$ cat config.mk
export PLATFORM = sky130hd
export DESIGN_NAME = mc_control_fsm
export DESIGN_NICKNAME = d
export VERILOG_FILES = /design/src/rtl/mc_control_fsm_pkg.sv /design/src/rtl/mc_control_fsm_mem_wait_timer.sv /design/src/rtl/mc_control_fsm.sv
export SDC_FILE = /design/constraint.sdc
export NUM_CORES = 1
export LEC_CHECK = 0
export ABC_CLOCK_PERIOD_IN_PS = 2400
export CORE_MARGIN = 1
export CORE_UTILIZATION = 30
export CTS_CLUSTER_DIAMETER = 50
export CTS_CLUSTER_SIZE = 25
export DETAILED_ROUTE_END_ITERATION = 6
export SETUP_SLACK_MARGIN = 0.1
export SLEW_MARGIN = 5
export SYNTH_ARGS = -nofsm -noshare
export SYNTH_HDL_FRONTEND = slang
export SYNTH_SLANG_ARGS = --single-unit
$ cat constraint.sdc
create_clock -name clk -period 2.4 [get_ports clk]
set_clock_uncertainty 0.05 [all_clocks]
set_input_delay 0.48 -clock clk [delete_from_list [all_inputs] [get_ports clk]]
set_output_delay 0.48 -clock clk [all_outputs]
set_load 0.03 [all_outputs]
$ cat src/rtl/mc_control_fsm_pkg.sv
// Shared definitions for the multi-cycle RV32I control FSM: state codes,
// instruction classes, opcode constants, datapath select codes and the
// opcode-to-class decoder used in ID.
package mc_control_fsm_pkg;

  localparam logic [2:0] ST_IF    = 3'd0;
  localparam logic [2:0] ST_ID    = 3'd1;
  localparam logic [2:0] ST_EX    = 3'd2;
  localparam logic [2:0] ST_MEM   = 3'd3;
  localparam logic [2:0] ST_WB    = 3'd4;
  localparam logic [2:0] ST_HALT  = 3'd5;
  localparam logic [2:0] ST_FAULT = 3'd6;

  typedef enum logic [3:0] {
    CLS_R, CLS_I, CLS_LOAD, CLS_STORE, CLS_BRANCH, CLS_JAL,
    CLS_JALR, CLS_LUI, CLS_AUIPC, CLS_ECALL, CLS_ILLEGAL
  } instr_class_e;

  localparam logic [6:0] OP_R      = 7'b0110011;
  localparam logic [6:0] OP_I      = 7'b0010011;
  localparam logic [6:0] OP_LOAD   = 7'b0000011;
  localparam logic [6:0] OP_STORE  = 7'b0100011;
  localparam logic [6:0] OP_BRANCH = 7'b1100011;
  localparam logic [6:0] OP_JAL    = 7'b1101111;
  localparam logic [6:0] OP_JALR   = 7'b1100111;
  localparam logic [6:0] OP_LUI    = 7'b0110111;
  localparam logic [6:0] OP_AUIPC  = 7'b0010111;
  localparam logic [6:0] OP_SYSTEM = 7'b1110011;

  localparam logic [1:0] WB_ALUOUT = 2'd0;
  localparam logic [1:0] WB_MDR    = 2'd1;
  localparam logic [1:0] WB_PC4    = 2'd2;

  localparam logic [1:0] ASRC_PC   = 2'd0;
  localparam logic [1:0] ASRC_RS1  = 2'd1;
  localparam logic [1:0] ASRC_ZERO = 2'd2;

  localparam logic [1:0] BSRC_REG  = 2'd0;
  localparam logic [1:0] BSRC_IMM  = 2'd1;
  localparam logic [1:0] BSRC_FOUR = 2'd2;

  localparam logic [1:0] ALUOP_ADD    = 2'd0;
  localparam logic [1:0] ALUOP_BRANCH = 2'd1;
  localparam logic [1:0] ALUOP_FUNCT  = 2'd2;

  localparam logic [1:0] PCSRC_PC4    = 2'd0;
  localparam logic [1:0] PCSRC_ALUOUT = 2'd1;
  localparam logic [1:0] PCSRC_JALR   = 2'd2;

  function automatic instr_class_e decode_class(input logic [6:0] op);
    case (op)
      OP_R:      return CLS_R;
      OP_I:      return CLS_I;
      OP_LOAD:   return CLS_LOAD;
      OP_STORE:  return CLS_STORE;
      OP_BRANCH: return CLS_BRANCH;
      OP_JAL:    return CLS_JAL;
      OP_JALR:   return CLS_JALR;
      OP_LUI:    return CLS_LUI;
      OP_AUIPC:  return CLS_AUIPC;
      OP_SYSTEM: return CLS_ECALL;
      default:   return CLS_ILLEGAL;
    endcase
  endfunction

endpackage

$ cat src/rtl/mc_control_fsm_mem_wait_timer.sv
// Memory wait-state counter.
//   clk, rst : clock, async active-high reset
//   clr      : clear the count (request completed or state changed)
//   inc      : one more cycle with a request pending and no ready
//   timeout  : count has reached MEM_TIMEOUT
module mem_wait_timer #(
  parameter int TIMEOUT_W   = 4,
  parameter int MEM_TIMEOUT = 15
) (
  input  logic clk,
  input  logic rst,
  input  logic clr,
  input  logic inc,
  output logic timeout
);

  logic [TIMEOUT_W-1:0] cnt_q, cnt_d;

  always_comb begin
    cnt_d = cnt_q;
    if (clr) cnt_d = '0;
    else if (inc) cnt_d = cnt_q + TIMEOUT_W'(1);
  end

  always_ff @(posedge clk or posedge rst) begin
    if (rst) cnt_q <= '0;
    else     cnt_q <= cnt_d;
  end

  assign timeout = (cnt_q == TIMEOUT_W'(MEM_TIMEOUT));

endmodule

$ cat src/rtl/mc_control_fsm.sv
// Multi-cycle RV32I control FSM (IF, ID, EX, MEM, WB, HALT, FAULT).
//   Inputs : clk, reset (async, active high), opcode, bcond, halt_req,
//            mem_ready
//   Outputs: memory handshake/strobes, IR/regfile/PC enables, datapath
//            selects, sticky is_halted/fault, retired_count
module mc_control_fsm
  import mc_control_fsm_pkg::*;
#(
  parameter int TIMEOUT_W   = 4,
  parameter int MEM_TIMEOUT = 15,
  parameter int CNT_W       = 32
) (
  input  logic             clk,
  input  logic             reset,
  input  logic [6:0]       opcode,
  input  logic             bcond,
  input  logic             halt_req,
  input  logic             mem_ready,
  output logic             mem_req,
  output logic             i_or_d,
  output logic             mem_read,
  output logic             mem_write,
  output logic             ir_write,
  output logic             reg_write,
  output logic [1:0]       wb_sel,
  output logic [1:0]       alu_src_a,
  output logic [1:0]       alu_src_b,
  output logic [1:0]       alu_op_sel,
  output logic             pc_write,
  output logic [1:0]       pc_source,
  output logic             is_halted,
  output logic             fault,
  output logic [CNT_W-1:0] retired_count
);

  logic [2:0]       state_q, state_d;
  instr_class_e     class_q, class_d, cls_id;
  logic [CNT_W-1:0] retired_q, retired_d;
  logic             retire, timeout;

  logic       req_c, iord_c, rd_c, wr_c, irw_c, rw_c, pcw_c;
  logic [1:0] wb_c, a_c, b_c, op_c, pcs_c;

  always_comb begin
    cls_id  = decode_class(opcode);
    state_d = state_q;
    class_d = class_q;
    retire  = 1'b0;
    req_c = 1'b0; iord_c = 1'b0; rd_c = 1'b0; wr_c = 1'b0;
    irw_c = 1'b0; rw_c = 1'b0; pcw_c = 1'b0;
    wb_c = WB_ALUOUT; a_c = ASRC_PC; b_c = BSRC_REG;
    op_c = ALUOP_ADD; pcs_c = PCSRC_PC4;

    case (state_q)
      ST_IF: begin
        req_c = 1'b1;
        rd_c  = 1'b1;
        if (mem_ready) begin
          irw_c   = 1'b1;
          state_d = ST_ID;
        end else if (timeout) begin
          state_d = ST_FAULT;
        end
      end
      ST_ID: begin
        // ALUOut <= PC + imm: branch/JAL target ready for EX
        a_c = ASRC_PC; b_c = BSRC_IMM; op_c = ALUOP_ADD;
        class_d = cls_id;
        case (cls_id)
          CLS_ILLEGAL: state_d = ST_FAULT;
          CLS_ECALL: begin
            if (halt_req) state_d = ST_HALT;
            else begin
              pcw_c = 1'b1; pcs_c = PCSRC_PC4; retire = 1'b1;
              state_d = ST_IF;
            end
          end
          default: state_d = ST_EX;
        endcase
      end
      ST_EX: begin
        case (class_q)
          CLS_R:     begin a_c = ASRC_RS1;  b_c = BSRC_REG; op_c = ALUOP_FUNCT; state_d = ST_WB; end
          CLS_I:     begin a_c = ASRC_RS1;  b_c = BSRC_IMM; op_c = ALUOP_FUNCT; state_d = ST_WB; end
          CLS_LUI:   begin a_c = ASRC_ZERO; b_c = BSRC_IMM; state_d = ST_WB; end
          CLS_AUIPC: begin a_c = ASRC_PC;   b_c = BSRC_IMM; state_d = ST_WB; end
          CLS_LOAD, CLS_STORE: begin
            a_c = ASRC_RS1; b_c = BSRC_IMM; state_d = ST_MEM;
          end
          CLS_BRANCH: begin
            a_c = ASRC_RS1; b_c = BSRC_REG; op_c = ALUOP_BRANCH;
            pcw_c = 1'b1; pcs_c = bcond ? PCSRC_ALUOUT : PCSRC_PC4;
            retire = 1'b1; state_d = ST_IF;
          end
          CLS_JAL: begin
            rw_c = 1'b1; wb_c = WB_PC4; pcw_c = 1'b1; pcs_c = PCSRC_ALUOUT;
            retire = 1'b1; state_d = ST_IF;
          end
          CLS_JALR: begin
            a_c = ASRC_RS1; b_c = BSRC_IMM;
            rw_c = 1'b1; wb_c = WB_PC4; pcw_c = 1'b1; pcs_c = PCSRC_JALR;
            retire = 1'b1; state_d = ST_IF;
          end
          default: state_d = ST_FAULT;
        endcase
      end
      ST_MEM: begin
        req_c  = 1'b1;
        iord_c = 1'b1;
        rd_c   = (class_q == CLS_LOAD);
        wr_c   = (class_q != CLS_LOAD);
        if (mem_ready) begin
          if (class_q == CLS_LOAD) state_d = ST_WB;
          else begin
            pcw_c = 1'b1; pcs_c = PCSRC_PC4; retire = 1'b1;
            state_d = ST_IF;
          end
        end else if (timeout) begin
          state_d = ST_FAULT;
        end
      end
      ST_WB: begin
        rw_c  = 1'b1;
        wb_c  = (class_q == CLS_LOAD) ? WB_MDR : WB_ALUOUT;
        pcw_c = 1'b1; pcs_c = PCSRC_PC4;
        retire = 1'b1; state_d = ST_IF;
      end
      ST_HALT:  state_d = ST_HALT;
      ST_FAULT: state_d = ST_FAULT;
      default:  state_d = ST_FAULT;
    endcase

    retired_d = retired_q + {{(CNT_W-1){1'b0}}, retire};
  end

  // Any state change (including completion) restarts the wait count.
  mem_wait_timer #(
    .TIMEOUT_W   (TIMEOUT_W),
    .MEM_TIMEOUT (MEM_TIMEOUT)
  ) u_timer (
    .clk     (clk),
    .rst     (reset),
    .clr     (state_d != state_q),
    .inc     (req_c & ~mem_ready),
    .timeout (timeout)
  );

  always_ff @(posedge clk or posedge reset) begin
    if (reset) begin
      state_q   <= ST_IF;
      class_q   <= CLS_ILLEGAL;
      retired_q <= '0;
    end else begin
      state_q   <= state_d;
      class_q   <= class_d;
      retired_q <= retired_d;
    end
  end

  // Reset forces every output low at once, even though the state register
  // sits in IF, so no request is issued while reset is held.
  assign mem_req       = req_c  & ~reset;
  assign i_or_d        = iord_c & ~reset;
  assign mem_read      = rd_c   & ~reset;
  assign mem_write     = wr_c   & ~reset;
  assign ir_write      = irw_c  & ~reset;
  assign reg_write     = rw_c   & ~reset;
  assign pc_write      = pcw_c  & ~reset;
  assign wb_sel        = reset ? 2'd0 : wb_c;
  assign alu_src_a     = reset ? 2'd0 : a_c;
  assign alu_src_b     = reset ? 2'd0 : b_c;
  assign alu_op_sel    = reset ? 2'd0 : op_c;
  assign pc_source     = reset ? 2'd0 : pcs_c;
  assign is_halted     = (state_q == ST_HALT)  & ~reset;
  assign fault         = (state_q == ST_FAULT) & ~reset;
  assign retired_count = retired_q;

endmodule

# After elaboration in Yosys (flattened, before gate mapping)
# Cells that the tools add are included.
[word_totals] inputBits=12 out_inout_bits=51 word_cells=100 reg_bits=43
[classes] addsub=2 reduce_logical=11 mux=42 n_eq_ne=29 n_bitwise=12
[ops] operator="$pmux W4 S10" count=1
[ops] operator="$add A32 B1 Y32" count=1
[ops] operator="$eq A7 B7 Y1 const B" count=4
[ops] operator="$eq A7 B6 Y1 const B" count=3
[ops] operator="$mux W2" count=9
[ops] operator="$pmux W3 S6" count=1
[ops] operator="$eq A4 B3 Y1 const B" count=4
[ops] operator="$eq A4 B4 Y1 const B" count=4
[ops] operator="$mux W3" count=5
[ops] operator="$eq A7 B5 Y1 const B" count=2
[ops] operator="$mux W1" count=14
[ops] operator="$pmux W2 S2" count=3
[ops] operator="$reduce_or A6 Y1" count=2
[ops] operator="$and A1 B1 Y1" count=10
[ops] operator="$eq A3 B3 Y1 const B" count=3
[ops] operator="$pmux W3 S3" count=1
[ops] operator="$eq A4 B2 Y1 const B" count=2
[ops] operator="$mux W4" count=2
[ops] operator="$reduce_or A2 Y1" count=4
[ops] operator="$eq A7 B2 Y1 const B" count=1
[ops] operator="$eq A3 B2 Y1 const B" count=2
[ops] operator="$pmux W1 S2" count=3
[ops] operator="$pmux W2 S3" count=1
[ops] operator="$pmux W3 S2" count=1
[ops] operator="12 further kinds" count=13

# Depth between registers and ports, before layout
# Gate-level depths: netlist of run 1.
[logic_depth] depth_word=7 mapped_depth=12 depth_no_buf=10

# By module
# A second synthesis of run 1 with hierarchy kept.
[unflattened] cells_unflattened=278 hier_area_um2=2620.0
[modules_own_cells] module="mc_control_fsm" cells_per_inst=260 seq_area_each_um2=978.4 area_each_um2=2417.3 n_inst=1
[modules_own_cells] module="mem_wait_timer" cells_per_inst=18 seq_area_each_um2=100.1 area_each_um2=202.7 n_inst=1

# Least setup slack after synthesis of run 1
# OpenSTA, ideal clock, no wires.
[synth_timing] path_type="input to output" start="in reset" end="out wb_sel[0]" required_time_ns=1.870 t_arrival_ns=2.555 stages=3 setup_slack_ns=-0.685 n_path_buf=0 path_cell_list="inv_1 > nand2_1 > nor4_1"
[synth_between] elab_chain_cells=1
[synth_lines] item="from (decl)" line="mc_control_fsm.sv:14" text="input logic reset,"
[synth_lines] item="$mux W2" line="mc_control_fsm.sv:169" text="assign wb_sel = reset ? 2'd0 : wb_c;"
[synth_lines] item="to (decl)" line="mc_control_fsm.sv:25" text="output logic [1:0] wb_sel,"
# Every way passes these cells.

# Worst setup path in the final report of run 1
[layout_timing] start="reg class_q[1]" end="out pc_write"
[layout_between] elab_chain_cells=5 word_cells_on_any_way=10 cone_classes="eq/ne (4); mux (4); bitwise (1); reduce/logical (1)"
[layout_lines] item="from (decl)" line="mc_control_fsm.sv:37" text="instr_class_e class_q, class_d, cls_id;"
[layout_lines] item="from (signal assigned)" line="mc_control_fsm.sv:155" text="class_q <= class_d;"
[layout_lines] item="$eq A4 B3 Y1 or $eq A4 B2 Y1 (tied branches)" line="mc_control_fsm.sv:82, mc_control_fsm.sv:113"
[layout_lines] item="$reduce_or A3 Y1 (no source line) or $mux W1 (tied branches)"
[layout_lines] item="$mux W1 (on tied branches)" line="mc_control_fsm.sv:82, mc_control_fsm.sv:112"
[layout_lines] item="$pmux W1 S4 *" line="mc_control_fsm.sv:54" text="case (state_q)"
[layout_lines] item="$and A1 B1 Y1 *" line="mc_control_fsm.sv:168" text="assign pc_write = pcw_c & ~reset;"
[layout_lines] item="to (decl)" line="mc_control_fsm.sv:29" text="output logic pc_write,"
# Every way passes the cells marked *; elsewhere a longest branch is shown, timed or not.

==> summary.md, run 1 <==
Global route
* number of global-route vias before repair: 2587
* global-route wire length before repair: 12.3 mm
* maximum number of pins on one net before global-route repair: 44
* global-route usage over all layers: 0.159
* total congestion overflow: 0
* initial antenna violation count: 0

Placement
* post-placement cell count: 495
* placed wire-length estimate: 5.47 mm
* post-placement worst setup slack: -681 ps
* count of port buffers added during placement: 61
* placed instance area: 3780 sq um
* RD Place Congestion: 0.822

Pwr
* cell area power density: 305 nW/um^2
* total design power: 1.30 mW
* leakage power: 1.91 nW
* Worst VDD drop: 0.000218 V

Detailed routing
* count of antenna-violating nets left after detailed routing: 0
* final routed DRC violation total: 4
* Avg WL per Cell: 14.2 um
* first-iteration detailed-routing DRC count: 131
* number of iterations in the first detailed-routing pass: 6
* routed wire length: 7.38 mm
* Via Count: 2610
* average vias per placed instance: 5.01

Synth
* simple logic cell fraction of the synthesized area: 0.317
* top-count cell post-synth: sky130_fd_sc_hd__dfrtp_1
* gate count of the mapped netlist: 299
* Synth Area in XOR/XNOR: 0.115
* largest family of logic cells by synthesized area: simple AND/OR/NAND/NOR gates
* number of enable-type register cells in the synthesized netlist: 0
* average footprint of a synthesized cell: 9.18 sq um
* flops & latches, synth: 43
* synthesized-area fraction occupied by ao, oa, aoi and oai cells: 0.111
* number of warnings reported in the yosys synthesis log: 0
* share of flip-flops with an asynchronous set or reset after synthesis: 1.00
* post-synthesis cell type count: 58
* Yosys top cell area share: 0.374
* ranking of synthesized cells by area: sky130_fd_sc_hd__dfrtp_1 37%, sky130_fd_sc_hd__xnor2_1 8.3%, sky130_fd_sc_hd__nand2_1 4.5%, sky130_fd_sc_hd__xor2_1 3.2%, sky130_fd_sc_hd__nor3_2 2.6%
* Synth Flop Type: sky130_fd_sc_hd__dfrtp_1
* net count after synthesis: 314
* mux cell area share after synthesis: 0.00729
* Cell Area, Synth: 2750 sq um
* Post-synth top cells: 41 x sky130_fd_sc_hd__dfrtp_1, 33 x sky130_fd_sc_hd__nand2_1, 26 x sky130_fd_sc_hd__xnor2_1
* share of synthesized cell area in full adder, half adder and majority cells: 0.0137
* sequential area share after synthesis: 0.393
* top cell type by total area after synthesis: sky130_fd_sc_hd__dfrtp_1

Timing
* number of hold violations in the final report: 0
* WHS: 428 ps
* tightest slew margin relative to the limit: 0.633
* minimum clock period after layout: 2440 ps
* fraction of the cycle the final worst path needs: 1.02
* slew at the pin closest to its max-slew limit: 551 ps
* timing-limited maximum frequency: 0.410 GHz
* final critical-path setup slack: -40.8 ps
* number of pins exceeding their max-slew limit in the final report: 0
* RSZ-0062 raised after global routing: true
* final setup violation count: 13

Floorplanning
* width of the die: 97.7 um
* I/O pin count: 63
* placement row count: 34
* floorplan die height: 97.7 um
* Starting Density: 0.312
* Die Outline Area: 9540 sq um
* core area: 8810 sq um

CTS
* number of buffers inserted during clock tree synthesis: 5
* maximum clock path buffer count: 2
* hold buffer count at cts: 0
* clock-pin transition on the worst setup and hold timing paths: 100 ps
* clock latency reported for the late side of the worst-skew pair: 300 ps
* H-tree Lvls: 2
* CTS tree: yes
* sink count of the clock tree: 43
* CTS Root Buffer Type: sky130_fd_sc_hd__clkbuf_8

Final layout
* total inserted antenna cells: 0
* sequential cell area: 1080 sq um
* # fillers: 827
* layout-stage area growth over the synthesis result: 55.9%
* Design Area, Final: 4280 sq um
* area of combinational cells with multiple inputs: 1850 sq um
* final net count: 427
* Final Non-Filler Cells: 521
* share of post-route cells with drive strength above 1: 0.395

Worst setup path
* slowest cell on the critical path: sky130_fd_sc_hd__dfstp_2
* critical path startpoint category: register
* start of the worst register-to-register path: class_q[1]
* logic depth of the worst register-to-register path: 12
* cell-by-cell listing of the critical path: or4b_4 > a211o_1 > and2_4 > buf_6
* Worst Path Buf+Inv: 1
* slack of the worst reg-to-reg path: -30 ps
* worst reg2reg endpoint: retired_count[10]
* start-to-end type of the worst setup path: register to output port
* category of cells accounting for the largest share of critical-path delay: simple AND/OR/NAND/NOR gates
* launching element of the worst setup path: class_q[1]
* crit path DAT: 1910 ps
* max incr delay on CP: 550 ps
* Max Fanout on Critical Path: 3
* CP Capture Type: output port
* CP Data Required Time: 1870 ps

Status
* run status: finished with violations
* failing checks: DRC, setup timing

Worst hold path
* startpoint of the lowest-slack hold path: retired_count[31]
* worst hold endpoint: retired_count[31]
* worst hold path depth: 1
* classification of the worst-slack hold path: register to register

Run
* Max-Cap Viols: 0

timing repair:
| action | in CTS | in global routing |
|---|---|---|
| resized for setup | 55 | 37 |
| setup endpoints to repair | 36 | 43 |
| pin swaps | 21 | 32 |
| setup buffers | 16 | 10 |
layout by cell type, fill, tap and decap left out, types with 3 or more instances in the layout:
cell,count
sky130_fd_sc_hd__xor2_1,10
sky130_fd_sc_hd__nand4b_1,3
sky130_fd_sc_hd__nor4_4,3
sky130_fd_sc_hd__o21ai_0,10
sky130_fd_sc_hd__nand2_1,29
sky130_fd_sc_hd__and2_1,3
sky130_fd_sc_hd__clkinvlp_4,3
sky130_fd_sc_hd__nor3_4,7
sky130_fd_sc_hd__nor3_1,3
sky130_fd_sc_hd__nor3_2,11
sky130_fd_sc_hd__a21oi_2,3
sky130_fd_sc_hd__nand2_2,3
sky130_fd_sc_hd__buf_4,60
sky130_fd_sc_hd__xnor2_1,25
sky130_fd_sc_hd__nand2b_1,5
sky130_fd_sc_hd__a21oi_1,10
sky130_fd_sc_hd__inv_1,9
sky130_fd_sc_hd__or3_4,4
sky130_fd_sc_hd__nor2_4,4
sky130_fd_sc_hd__nand4_1,7
sky130_fd_sc_hd__nand4_4,3
sky130_fd_sc_hd__and3_1,7
sky130_fd_sc_hd__dlygate4sd2_1,7
sky130_fd_sc_hd__nor2_1,11
sky130_fd_sc_hd__a31oi_1,4
sky130_fd_sc_hd__clkdlybuf4s50_1,33
sky130_fd_sc_hd__buf_6,18
sky130_fd_sc_hd__nor2_2,3
sky130_fd_sc_hd__dfrtp_1,39
sky130_fd_sc_hd__clkbuf_8,5
sky130_fd_sc_hd__nor2b_1,3
sky130_fd_sc_hd__nand3_1,11
flip-flops by register name, indices dropped and copies added, names as in the netlist:
name	flops
state_q	3
retired_count	32
class_q	4
u_timer.cnt_q	4
area by class of cell:
class / instances / area share
Clock buffer: 5 / 0.0161
Clock inverter: 3 / 0.00556
Inverter: 12 / 0.0120
Multi-Input combinational cell: 228 / 0.433
Sequential cell: 43 / 0.253
Tap cell: 108 / 0.0316
Timing Repair Buffer: 122 / 0.249
where the power goes:
part,leakage (nW),switching [mW],internal (mW)
registers,0.552,0.000554,0.725
clock network,0.0408,0.271,0.208
logic,1.31,0.0567,0.0426
total,1.91,0.328,0.976
metrics by stage:
step | TNS, ps | util
finish | -272 | 0.486
CTS | -242 | 0.468
detailed placement | -14690 | 0.430
floorplan | -3750 | -
global route | -2770 | 0.486
global placement | -12500 | 0.430
how the worst max path moves through the flow:
stage | to | slack, ps | cells after the start
2_1_floorplan | retired_count[18] | -330 | 11
3_3_place_gp | retired_count[18] | -610 | 10
3_5_place_dp | retired_count[14] | -680 | 11
4_1_cts | retired_count[17] | -70 | 10
5_1_grt | retired_count[16] | -170 | 11
6_report | pc_write | -40 | 4
cell families (layout without fill, tap and decap cells):
logic type,after synthesis,in the layout
and+or+nand+nor,140,140
AOI/OAI and AO/OA,46,46
DFF,43,43
xor gates and xnor gates,36,36
buffers and inverters,28,142
adders and majority gates,3,3
muxes,2,2
other,1,1
layer usage:
layer / share of wire / global-route usage / up-vias
met1: 0.44 / 0.200 / 1270
met3: 0.025 / 0.0237 / 9
met2: 0.52 / 0.282 / 48
li1: - / - / 1283
met5: 0 / 0 / -
met4: 0.013 / 0.0431 / 0
Note: power is estimated with default switching activity, not from simulation.
==> run 2: changes to the inputs <==
- GPL_TIMING_DRIVEN: not set -> 0
==> summary.md, run 2 (same netlist as run 1, synthesis figures left out) <==
Worst setup path
* Max Fanout on Critical Path: 3, unchanged
* start-to-end type of the worst setup path: register to output port
* critical path startpoint category: register
* CP Capture Type: output port
* CP Data Required Time: 1870 ps, about the same
* crit path DAT: 2070 ps, +160 ps

Floorplanning
* placement row count: 34, unchanged
* Die Outline Area: 9540 sq um, unchanged
* width of the die: 97.7 um, unchanged
* floorplan die height: 97.7 um, unchanged
* I/O pin count: 63, unchanged
* core area: 8810 sq um, unchanged
* Starting Density: 0.312, unchanged

Pwr
* switching power share of the total: 0.252, +0.000409
* clock group share of total power: 0.366, about the same
* sequential share of power: 0.566, +0.010
* switching power: 0.323 mW, -1.5%
* Comb power frac: 0.068, -0.008
* design internal power: 0.959 mW, -1.7%
* Worst VDD drop: 0.000155 V, -29%
* leakage power: 1.95 nW, +2.5%
* cell area power density: 298 nW/um^2, -2.4%

CTS
* H-tree Lvls: 2, unchanged
* maximum clock path buffer count: 2, unchanged
* CTS Root Buffer Type: sky130_fd_sc_hd__clkbuf_8
* hold buffer count at cts: 0, unchanged
* clock-pin transition on the worst setup and hold timing paths: 90 ps, about the same
* CTS tree: yes
* number of buffers inserted during clock tree synthesis: 5, unchanged
* clock latency reported for the late side of the worst-skew pair: 290 ps, about the same
* sink count of the clock tree: 43, unchanged

Timing
* timing-limited maximum frequency: 0.385 GHz, -6.0%
* number of hold violations in the final report: 0, unchanged
* final critical-path setup slack: -197 ps, -156 ps
* minimum clock period after layout: 2600 ps, +156 ps
* fraction of the cycle the final worst path needs: 1.08, +0.0650
* number of pins exceeding their max-slew limit in the final report: 0, unchanged
* WHS: 289 ps, -139 ps
* final total negative setup slack: -2620 ps, -2350 ps
* RSZ-0062 raised after global routing: true
* final setup violation count: 20, +7
* tightest slew margin relative to the limit: 0.277, -0.356
* slew at the pin closest to its max-slew limit: 1080 ps, +528 ps

Placement
* RD Place Congestion: 0.881, +7.1%
* count of port buffers added during placement: 57, -6.6%
* post-placement worst setup slack: -1440 ps, -762 ps
* placed wire-length estimate: 4.85 mm, -11%

Final layout
* most common cell after layout, fill and taps aside: sky130_fd_sc_hd__dfrtp_1
* flip-flop count of the largest register, all copies and words added: 32, unchanged
* # fillers: 824, -0.36%
* final net count: 420, -1.6%
* commonest cells after routing, fill and taps aside: 41 x sky130_fd_sc_hd__dfrtp_1, 34 x sky130_fd_sc_hd__buf_4, 34 x sky130_fd_sc_hd__clkdlybuf4s50_1, 29 x sky130_fd_sc_hd__nand2_1
* share of post-route cells with drive strength above 1: 0.369, -0.0252
* layout-stage area growth over the synthesis result: 57.0%
* total inserted antenna cells: 0, unchanged

Status
* failing checks: DRC, setup timing
* run status: finished with violations

Detailed routing
* Via Count: 2591, -0.73%
* final routed DRC violation total: 4, unchanged
* average vias per placed instance: 5.04, +0.62%
* number of iterations in the first detailed-routing pass: 6, unchanged
* routed wire length: 7.60 mm, +3.0%
* Avg WL per Cell: 14.8 um, +4.4%
* count of antenna-violating nets left after detailed routing: 0, unchanged
* first-iteration detailed-routing DRC count: 180, +37%

Global route
* initial antenna violation count: 0, unchanged
* global-route wire length before repair: 12.5 mm, +1.7%
* total congestion overflow: 0, unchanged
* maximum number of pins on one net before global-route repair: 24, -45%
* global-route usage over all layers: 0.162, +0.00294
* number of global-route vias before repair: 2579, -0.31%

Worst hold path
* classification of the worst-slack hold path: primary input to asynchronous set/reset pin

Run
* Max-Cap Viols: 0, unchanged

## run 2: changes by cell type in the layout (fill, tap and decap cells not counted), moves of 3 or more
cell / change
sky130_fd_sc_hd__nor3_2: -4
sky130_fd_sc_hd__nor3_4: +3
sky130_fd_sc_hd__buf_6: +7
sky130_fd_sc_hd__dlygate4sd2_1: -3
sky130_fd_sc_hd__clkbuf_8: +5
sky130_fd_sc_hd__buf_4: -26
## run 2: routing by layer
layer  share of wire  GRT usage  vias up
met5               0          0        -
met4           0.010     0.0431        0
met3           0.042     0.0309        6
met2            0.50      0.277       60
met1            0.45      0.209     1256
li1                -          -     1269
## run 2: critical path, stage by stage, from the launching register on
cell,delay (ps)
sky130_fd_sc_hd__dfstp_2,560
sky130_fd_sc_hd__or4b_4,480
sky130_fd_sc_hd__a211o_1,320
sky130_fd_sc_hd__buf_6,140
sky130_fd_sc_hd__and2_1,140
sky130_fd_sc_hd__buf_6,130
## run 2: final cells by class
cell class,count,area (sq um),area share
timing repair buffer,98,910,0.211
sequential,43,1080,0.250
clock inverter,3,20.0,0.00465
buffer,15,159,0.0369
tap,108,135,0.0314
multi-input combinational,228,1870,0.435
timing repair inverter,2,10.0,0.00232
clock buffer,5,68.8,0.0160
inverter,12,55.1,0.0128
## run 2: worst paths after layout
check / cells past startpoint / slack [ps] / to / from
hold reg to reg: 1 / 440 / retired_count[31] / retired_count[31]
setup reg to reg: 12 / -190 / retired_count[19] / state_q[1]
setup / recovery: 5 / -200 / pc_write / class_q[1]
hold / removal: 2 / 290 / retired_count[3] / reset
max in group asynchronous: 2 / 1300 / retired_count[25] / reset
min in group clk: 1 / 440 / retired_count[31] / retired_count[31]
## run 2: power by group through the flow
stage               sequential [mW]  clock [mW]  combinational [mW]
floorplan                     0.740           0              0.0508
global placement              0.740           0              0.0808
detailed placement            0.740           0              0.0817
CTS                           0.726       0.497              0.0876
global route                  0.726       0.518              0.0973
finish                        0.726       0.469              0.0872
## run 2: repair_timing
item	in CTS	in global routing
pin swaps	26	24
gates resized for setup	159	40
endpoints found under the setup margin	45	43
gates cloned	2	0
buffers inserted	36	7
## run 2: per-stage QoR
stage | util | instances | power [mW] | area (sq um)
CTS | 0.474 | 510 | 1.31 | 4170
global placement | 0.405 | 464 | 0.821 | 3570
detailed placement | 0.405 | 464 | 0.822 | 3570
finish | 0.489 | 514 | 1.28 | 4310
floorplan | - | 299 | 0.791 | 2860
global route | 0.489 | 514 | 1.34 | 4310
